$ cat src/rtl/agc_timepulse_gen_if.sv
// rtl/agc_timepulse_gen_if.sv - monitor/timing bundle between the AGC timepulse generator and its users
interface agc_timepulse_gen_if #(
  parameter int PHASES_PER_T = 4,
  parameter int NUM_T        = 12,
  parameter int CNT_W        = 16
);
  logic                    stop_req;
  logic                    step_req;
  logic [NUM_T-1:0]        t_pulse;
  logic [PHASES_PER_T-1:0] phase;
  logic                    mct_end;
  logic                    stopped;
  logic [CNT_W-1:0]        mct_count;

  // Monitor side: issues stop/step requests and observes the timing outputs.
  modport master (
    output stop_req, step_req,
    input  t_pulse, phase, mct_end, stopped, mct_count
  );

  // Generator side.
  modport slave (
    input  stop_req, step_req,
    output t_pulse, phase, mct_end, stopped, mct_count
  );
endinterface

$ cat src/rtl/agc_timepulse_gen.sv
// rtl/agc_timepulse_gen.sv - AGC master timepulse generator (T01..T12, phases, MCT end, stop/step); TPG_STEP_EN enables single-step
module agc_timepulse_gen #(
  parameter int PHASES_PER_T = 4,
  parameter int NUM_T        = 12,
  parameter int CNT_W        = 16
) (
  input  logic clk,
  input  logic rst,
  input  logic vcc,
  input  logic gnd,
  agc_timepulse_gen_if.slave bus
);

  localparam logic [NUM_T-1:0]        T_FIRST  = NUM_T'(1);
  localparam logic [PHASES_PER_T-1:0] PH_FIRST = PHASES_PER_T'(1);

`ifdef TPG_STEP_EN
  typedef enum logic [1:0] {S_RUN, S_HALT, S_STEP} state_t;
`else
  typedef enum logic {S_RUN, S_HALT} state_t;
`endif

  state_t                  state;
  logic [PHASES_PER_T-1:0] phase_nxt;
  logic [NUM_T-1:0]        t_nxt;

`ifdef TPG_STEP_EN
  logic step_q;
  logic step_edge;
  logic unused_pins;
  assign step_edge   = bus.step_req & ~step_q;
  assign unused_pins = vcc ^ gnd;
`else
  // Power pins and the step request have no function in this build.
  logic unused_pins;
  assign unused_pins = vcc ^ gnd ^ bus.step_req;
`endif

  // Next phase/timepulse while running: phase rotates every clock, the
  // timepulse rotates only when the phase wraps out of its last bit.
  always_comb begin
    phase_nxt = {bus.phase[PHASES_PER_T-2:0], bus.phase[PHASES_PER_T-1]};
    t_nxt     = bus.t_pulse;
    if (bus.phase[PHASES_PER_T-1]) begin
      t_nxt = {bus.t_pulse[NUM_T-2:0], bus.t_pulse[NUM_T-1]};
    end
  end

  // Run/halt/step sequencer with all outputs registered; mct_end is
  // precomputed from the next timing state so it lines up with the last phase of T12.
  always_ff @(posedge clk) begin
    if (rst) begin
      state         <= S_RUN;
      bus.t_pulse   <= T_FIRST;
      bus.phase     <= PH_FIRST;
      bus.mct_end   <= 1'b0;
      bus.stopped   <= 1'b0;
      bus.mct_count <= '0;
`ifdef TPG_STEP_EN
      step_q        <= 1'b0;
`endif
    end else begin
`ifdef TPG_STEP_EN
      step_q <= bus.step_req;
`endif
      case (state)
        S_HALT: begin
          // Release dominates a simultaneous step edge.
          if (!bus.stop_req) begin
            state       <= S_RUN;
            bus.t_pulse <= T_FIRST;
            bus.phase   <= PH_FIRST;
            bus.stopped <= 1'b0;
          end
`ifdef TPG_STEP_EN
          else if (step_edge) begin
            state       <= S_STEP;
            bus.t_pulse <= T_FIRST;
            bus.phase   <= PH_FIRST;
            bus.stopped <= 1'b0;
          end
`endif
        end
        default: begin
          // RUN and STEP share timing; stop_req matters only at the MCT boundary.
          if (bus.mct_end) begin
            bus.mct_count <= bus.mct_count + CNT_W'(1);
            bus.mct_end   <= 1'b0;
            if (bus.stop_req) begin
              state       <= S_HALT;
              bus.t_pulse <= '0;
              bus.phase   <= '0;
              bus.stopped <= 1'b1;
            end else begin
              state       <= S_RUN;
              bus.t_pulse <= T_FIRST;
              bus.phase   <= PH_FIRST;
            end
          end else begin
            bus.t_pulse <= t_nxt;
            bus.phase   <= phase_nxt;
            bus.mct_end <= t_nxt[NUM_T-1] & phase_nxt[PHASES_PER_T-1];
          end
        end
      endcase
    end
  end

endmodule

$ cat src/flat_wrapper.sv
// flat-port wrapper written by rule: the top's interface ports become plain ports
module agc_timepulse_gen_flat 
#(
  parameter int PHASES_PER_T = 4,
  parameter int NUM_T        = 12,
  parameter int CNT_W        = 16
)
  (clk, rst, vcc, gnd, bus_stop_req, bus_step_req, bus_t_pulse, bus_phase, bus_mct_end, bus_stopped, bus_mct_count);
  agc_timepulse_gen_if #(.PHASES_PER_T(PHASES_PER_T), .NUM_T(NUM_T), .CNT_W(CNT_W)) bus_i ();
  input  logic clk;
  input  logic rst;
  input  logic vcc;
  input  logic gnd;
  input wire logic [$bits(bus_i.stop_req)-1:0] bus_stop_req;
  input wire logic [$bits(bus_i.step_req)-1:0] bus_step_req;
  output wire logic [$bits(bus_i.t_pulse)-1:0] bus_t_pulse;
  output wire logic [$bits(bus_i.phase)-1:0] bus_phase;
  output wire logic [$bits(bus_i.mct_end)-1:0] bus_mct_end;
  output wire logic [$bits(bus_i.stopped)-1:0] bus_stopped;
  output wire logic [$bits(bus_i.mct_count)-1:0] bus_mct_count;
  assign bus_i.stop_req = bus_stop_req;
  assign bus_i.step_req = bus_step_req;
  assign bus_t_pulse = bus_i.t_pulse;
  assign bus_phase = bus_i.phase;
  assign bus_mct_end = bus_i.mct_end;
  assign bus_stopped = bus_i.stopped;
  assign bus_mct_count = bus_i.mct_count;
  agc_timepulse_gen #(.PHASES_PER_T(PHASES_PER_T), .NUM_T(NUM_T), .CNT_W(CNT_W)) u_core (.clk(clk), .rst(rst), .vcc(vcc), .gnd(gnd), .bus(bus_i));
endmodule
$ cat config.mk
export PLATFORM = sky130hd
export DESIGN_NAME = agc_timepulse_gen_flat
export DESIGN_NICKNAME = d
export VERILOG_FILES = /design/src/rtl/agc_timepulse_gen_if.sv /design/src/rtl/agc_timepulse_gen.sv /design/src/flat_wrapper.sv
export SDC_FILE = /design/constraint.sdc
export NUM_CORES = 1
export LEC_CHECK = 0
export CORE_ASPECT_RATIO = 0.75
export CORE_MARGIN = 2
export CORE_UTILIZATION = 51
export DETAILED_ROUTE_END_ITERATION = 6
export PLACE_DENSITY = 0.95
export SLEW_MARGIN = 5
export SYNTH_ARGS = -nofsm -noshare
export SYNTH_HDL_FRONTEND = slang
export SYNTH_SLANG_ARGS = --single-unit
$ cat constraint.sdc
create_clock -name clk -period 3.01 [get_ports clk]
set_input_delay 0.301 -clock clk [delete_from_list [all_inputs] [get_ports clk]]
set_output_delay 0.301 -clock clk [all_outputs]
set_load 0.02 [all_outputs]
### Word level (Yosys, flattened, before mapping)

Cells that the tools add are included.

* bitwise gates (word level): 2
* muxes and demuxes: 17
* reductions and logical operators: 6
* div/mod/pow operators: 0
* equality and inequality tests: 1
* shifts and indexed selects: 0
* add/subtract/negate cells: 1
* $lt $le $gt $ge: 0
* multipliers: 0

Operators with widths (number)
* $mux W12: 4
* $add A16 B1 Y16 const B: 1
* $mux W4: 3
* $mux W1: 10
* $reduce_and A2 Y1: 2
* $reduce_bool A2 Y1: 2
* $reduce_and A3 Y1: 1
* $reduce_bool A3 Y1: 1
* $ne A2 B2 Y1 const B: 1
* $and A1 B1 Y1: 1
* $not A1 Y1: 1

* bits in latches: 0
* RAM bits: 0
* bits in read-only memories: 0
* bits of input ports: 6
* bits in registers: 35
* memories kept: 0
* output and inout port bits: 34
* logic and storage cells: 34

### Logic depth before layout (Yosys ltp)

* depth after elaboration: 3
* depth in mapped cells: 6
* depth with buffers taken out: 5

### Worst setup path after synthesis

OpenSTA, ideal clock, no wires.

* kind: register to register
* start: register u_core.bus.mct_end
* end: register u_core.bus.mct_count[15]
* data arrival time: 1.483 ns
* period minus slack after synthesis: 1.606 ns
* setup time: 0.123 ns
* path slack: 1.404 ns
* path buffers: 1
* stages on the path, launching flop included: 6
* data required time: 2.887 ns
* path through: dfxtp_1 buf_4 nand4b_2 nor2_1 and3_1 mux2_1

* cells in the longest elaborated chain, start to end: 1

RTL lines
* start, declared: RTL line agc_timepulse_gen_if.sv:24 `output t_pulse, phase, mct_end, stopped, mct_count`
* start signal, assigned: RTL line agc_timepulse_gen.sv:102 `bus.mct_end <= t_nxt[NUM_T-1] & phase_nxt[PHASES_PER_T-1];`
* $reduce_and A2 Y1 (no line)
* end signal, assigned: RTL line agc_timepulse_gen.sv:87 `bus.mct_count <= bus.mct_count + CNT_W'(1);`
* end, declared: RTL line agc_timepulse_gen_if.sv:24

No other way between the ends.
A chain may end at the register's enable or synchronous reset.

### Worst setup path in the final report

* start: register u_core.bus.mct_end
* end: output bus_mct_end

RTL lines
* end, declared: RTL line flat_wrapper.sv:18 `output wire logic [$bits(bus_i.mct_end)-1:0] bus_mct_end;`

No word-level cell between the ends.

==> results.yml <==
outcome:
  status: "finished clean"
layout:
  drive_gt1_share_pct: 10.8
  design_area_sq_um: 1950
  n_antenna_cell: 0
  final_nets: 200
  area_delta_synth_final_pct: 31.9
  utilization_pct: 72.6
  fillers: 187
synthesis:
  syn_area_sq_um: 1480
  yosysTopAreaCell: "dfxtp_1"
  async_flop_share_pct: 0
  yosysSeqAreaShare_pct: 47.5
  synth_edf_count: 0
  synthesis.instances: 158
  post-synth-top-count-cell: "dfxtp_1"
  ys_warn_count: 0
  synth_top_area_share_pct: 47.5
  synth_seq_cells: 35
  syn_nets: 165
  syn_area_per_cell_sq_um: 9.34
  ys_types: 37
  synth_ff_type: "dfxtp_1"
  synthTopCellsByArea: "dfxtp_1 (47%), nor2_1 (8.6%), a22oi_1 (5.6%), xnor2_1 (4.7%), a21oi_1 (2.4%)"
  synth_common_cells: "dfxtp_1 (35), nor2_1 (34), a22oi_1 (11), xnor2_1 (8), a21oi_1 (7)"
min_path:
  hold_class: "reg2reg"
  worstHoldStart: "u_core.bus.phase[2]$_SDFFE_PP0P_"
  hold_path_depth: 2
  min_to: "u_core.bus.mct_end$_SDFFE_PP0N_"
floorplanning:
  die_w_um: 66.1
  initial_utilization_pct: 55.0
  core-area_sq_um: 2680
  placementRows: 16
  die_area_sq_um: 3350
  ioPinCount: 40
  die_y_um: 50.6
route:
  antenna_left: 0
  drt-wirelength-per-cell_um: 14.7
  drt_iter0_markers: 97
  routed_via_density: 5.40
  first_pass_iters: 4
  vias: 1241
  drcViolationCount: 0
  drt_wl_total_um: 3380
timing:
  fin_skew_ns: 0.00272
  slew_headroom_pct: 43.1
  setup_viol: 0
  fin_ws_ns: 1.08
  fmax_mhz: 519
  hold_viol: 0
  final.min_clock_period_ns: 1.93
  min_period_over_period_pct: 64.0
  fin_tns_setup_ns: 0
  rsz0062_at_grt: "no"
  fin_hold_ws_ns: 0.507
  tightest_slew_ns: 0.849
  slew_viol_final: 0
worst_setup_path:
  reg2reg_to: "u_core.bus.mct_count[15]$_SDFFE_PP0P_"
  worstPathArrival_ns: 1.63
  crit_path_cell_trace: "clkdlybuf4s50_1"
  endpoint_kind: "output pin"
  r2r_setup_slack_ns: 1.16
  cp_slowest_cell: "clkdlybuf4s50_1"
  critical_path.startpoint_type: "register"
  required_ns: 2.71
  crit_path_start: "u_core.bus.mct_end$_SDFFE_PP0N_"
  r2r_cells: 4
  crit_type: "reg2out"
  timing.rr.start: "u_core.bus.mct_end$_SDFFE_PP0N_"
  cp_top_family: "buffers and inverters"
  worst-path-buf-inv: 1
  path_max_fanout: 10
  cpPeakStageDelay_ns: 0.70
place:
  dp_hpwl_um: 2320
  placed_cell_area_sq_um: 1850
  preCtsSetupSlack_ns: 1.19
  place.gp.congestion: 0.786
  port_buffers: 36
clock_tree:
  cts_root_buffer: "clkbuf_8"
  cts_buffers: 5
  cts_max_path_buffers: 2
  path_clk_slew_ns: 0.07
  clkLatencyLatePin_ns: 0.29
  post_cts_buffers: 0
  cts_hold_buf: 0
  h-tree-depth: 2
  cts.sinks: 35
  ctsResizeCount: 0
  cts_tree: "done"
grt:
  grt.total_usage_pct: 21.9
  antenna_found_initial: 0
  grt_pass1_vias: 1158
  grt_max_degree: 22
  grt_pass1_wl_um: 5450
  grt_overflow_total: 0
run:
  maxCapViolations: 0
pwr:
  ir_worst_vdd_mv: 0.302
  power_per_cell_area_nw_per_um2: 450
  p_leak_nw: 0.719
==> state kept, by name, summed over array words and instances, names as in the netlist <==
register	flops
u_core.bus.mct_count	16
u_core.bus.mct_end	1
u_core.bus.phase	4
u_core.bus.stopped	1
u_core.bus.t_pulse	12
u_core.state	1
==> where the power goes <==
group	switching (W)	total [W]	internal [W]	leakage, nW
Combinational	0.0000211	0.0000347	0.0000137	0.385
Clock	0.000162	0.000371	0.000209	0.0515
Sequential	0.00000349	0.000470	0.000467	0.283
Total	0.000187	0.000876	0.000689	0.719
==> worst reg2reg max path, cell delays in order (launching register included) <==
cell      delay, ns
dfxtp_1        0.64
nand4b_2       0.26
nor2_1         0.32
and3_1         0.21
mux2_1         0.31
==> cells in the final DEF (no fill, tap or decap), types with 2 or more instances in the layout <==
cell type,n
a32oi_1,3
clkbuf_8,7
xnor2_1,8
nor4_2,2
o21ai_0,3
clkdlybuf4s50_1,36
a21oi_1,7
dfxtp_1,35
inv_1,3
a31o_2,3
nand2_1,5
a22oi_1,11
nor2b_1,2
nor2_1,34
nand3_1,4
xor2_1,3
nor3_1,4
nand4_1,3
nand2b_1,3
==> worst max-delay path by stage <==
stage	cells after the start	endpoint
floorplan	5	u_core.bus.mct_count[15]$_SDFFE_PP0P_
global placement	3	u_core.bus.t_pulse[0]$_SDFFE_PP1P_
detailed placement	4	u_core.bus.mct_count[15]$_SDFFE_PP0P_
CTS	1	bus_mct_end
global route	1	bus_mct_end
finish	1	bus_mct_end
==> metal layers <==
metal | wire [um] | global-route usage [%] | share of wire (%) | up-vias
met5 | 0 | 0 | 0 | -
met4 | 38 | 7.14 | 1.1 | 0
met3 | 139 | 8.07 | 4.1 | 4
met2 | 1660 | 35.0 | 49 | 30
met1 | 1540 | 27.2 | 46 | 589
li1 | - | - | - | 618
==> logic make-up after synthesis <==
| group | Yosys count | share of synthesized area, % |
|---|---|---|
| simple gates | 67 | 25.4 |
| flops | 35 | 47.5 |
| compound gates | 29 | 14.0 |
| buf+inv | 12 | 3.56 |
| xor+xnor | 11 | 6.53 |
| mux | 3 | 2.20 |
| fa+ha+maj | 1 | 0.847 |
==> area by class of cell <==
| type | instances | area (sq um) | share of cell area, % |
|---|---|---|---|
| clock buffer | 8 | 100 | 5.14 |
| tap | 36 | 45.0 | 2.31 |
| multi-input combinational | 111 | 723 | 37.1 |
| timing repair buffer | 37 | 368 | 18.9 |
| inverter | 3 | 11.3 | 0.578 |
| sequential | 35 | 701 | 36.0 |
==> through the flow <==
stage / cells / total power (W)
after CTS: 230 / 0.000880
after global placement: 222 / 0.000513
after floorplan: 158 / 0.000501
final: 230 / 0.000876
after global routing: 230 / 0.000906
after detailed placement: 222 / 0.000515
No activity file was read; power rests on OpenSTA's default activity.
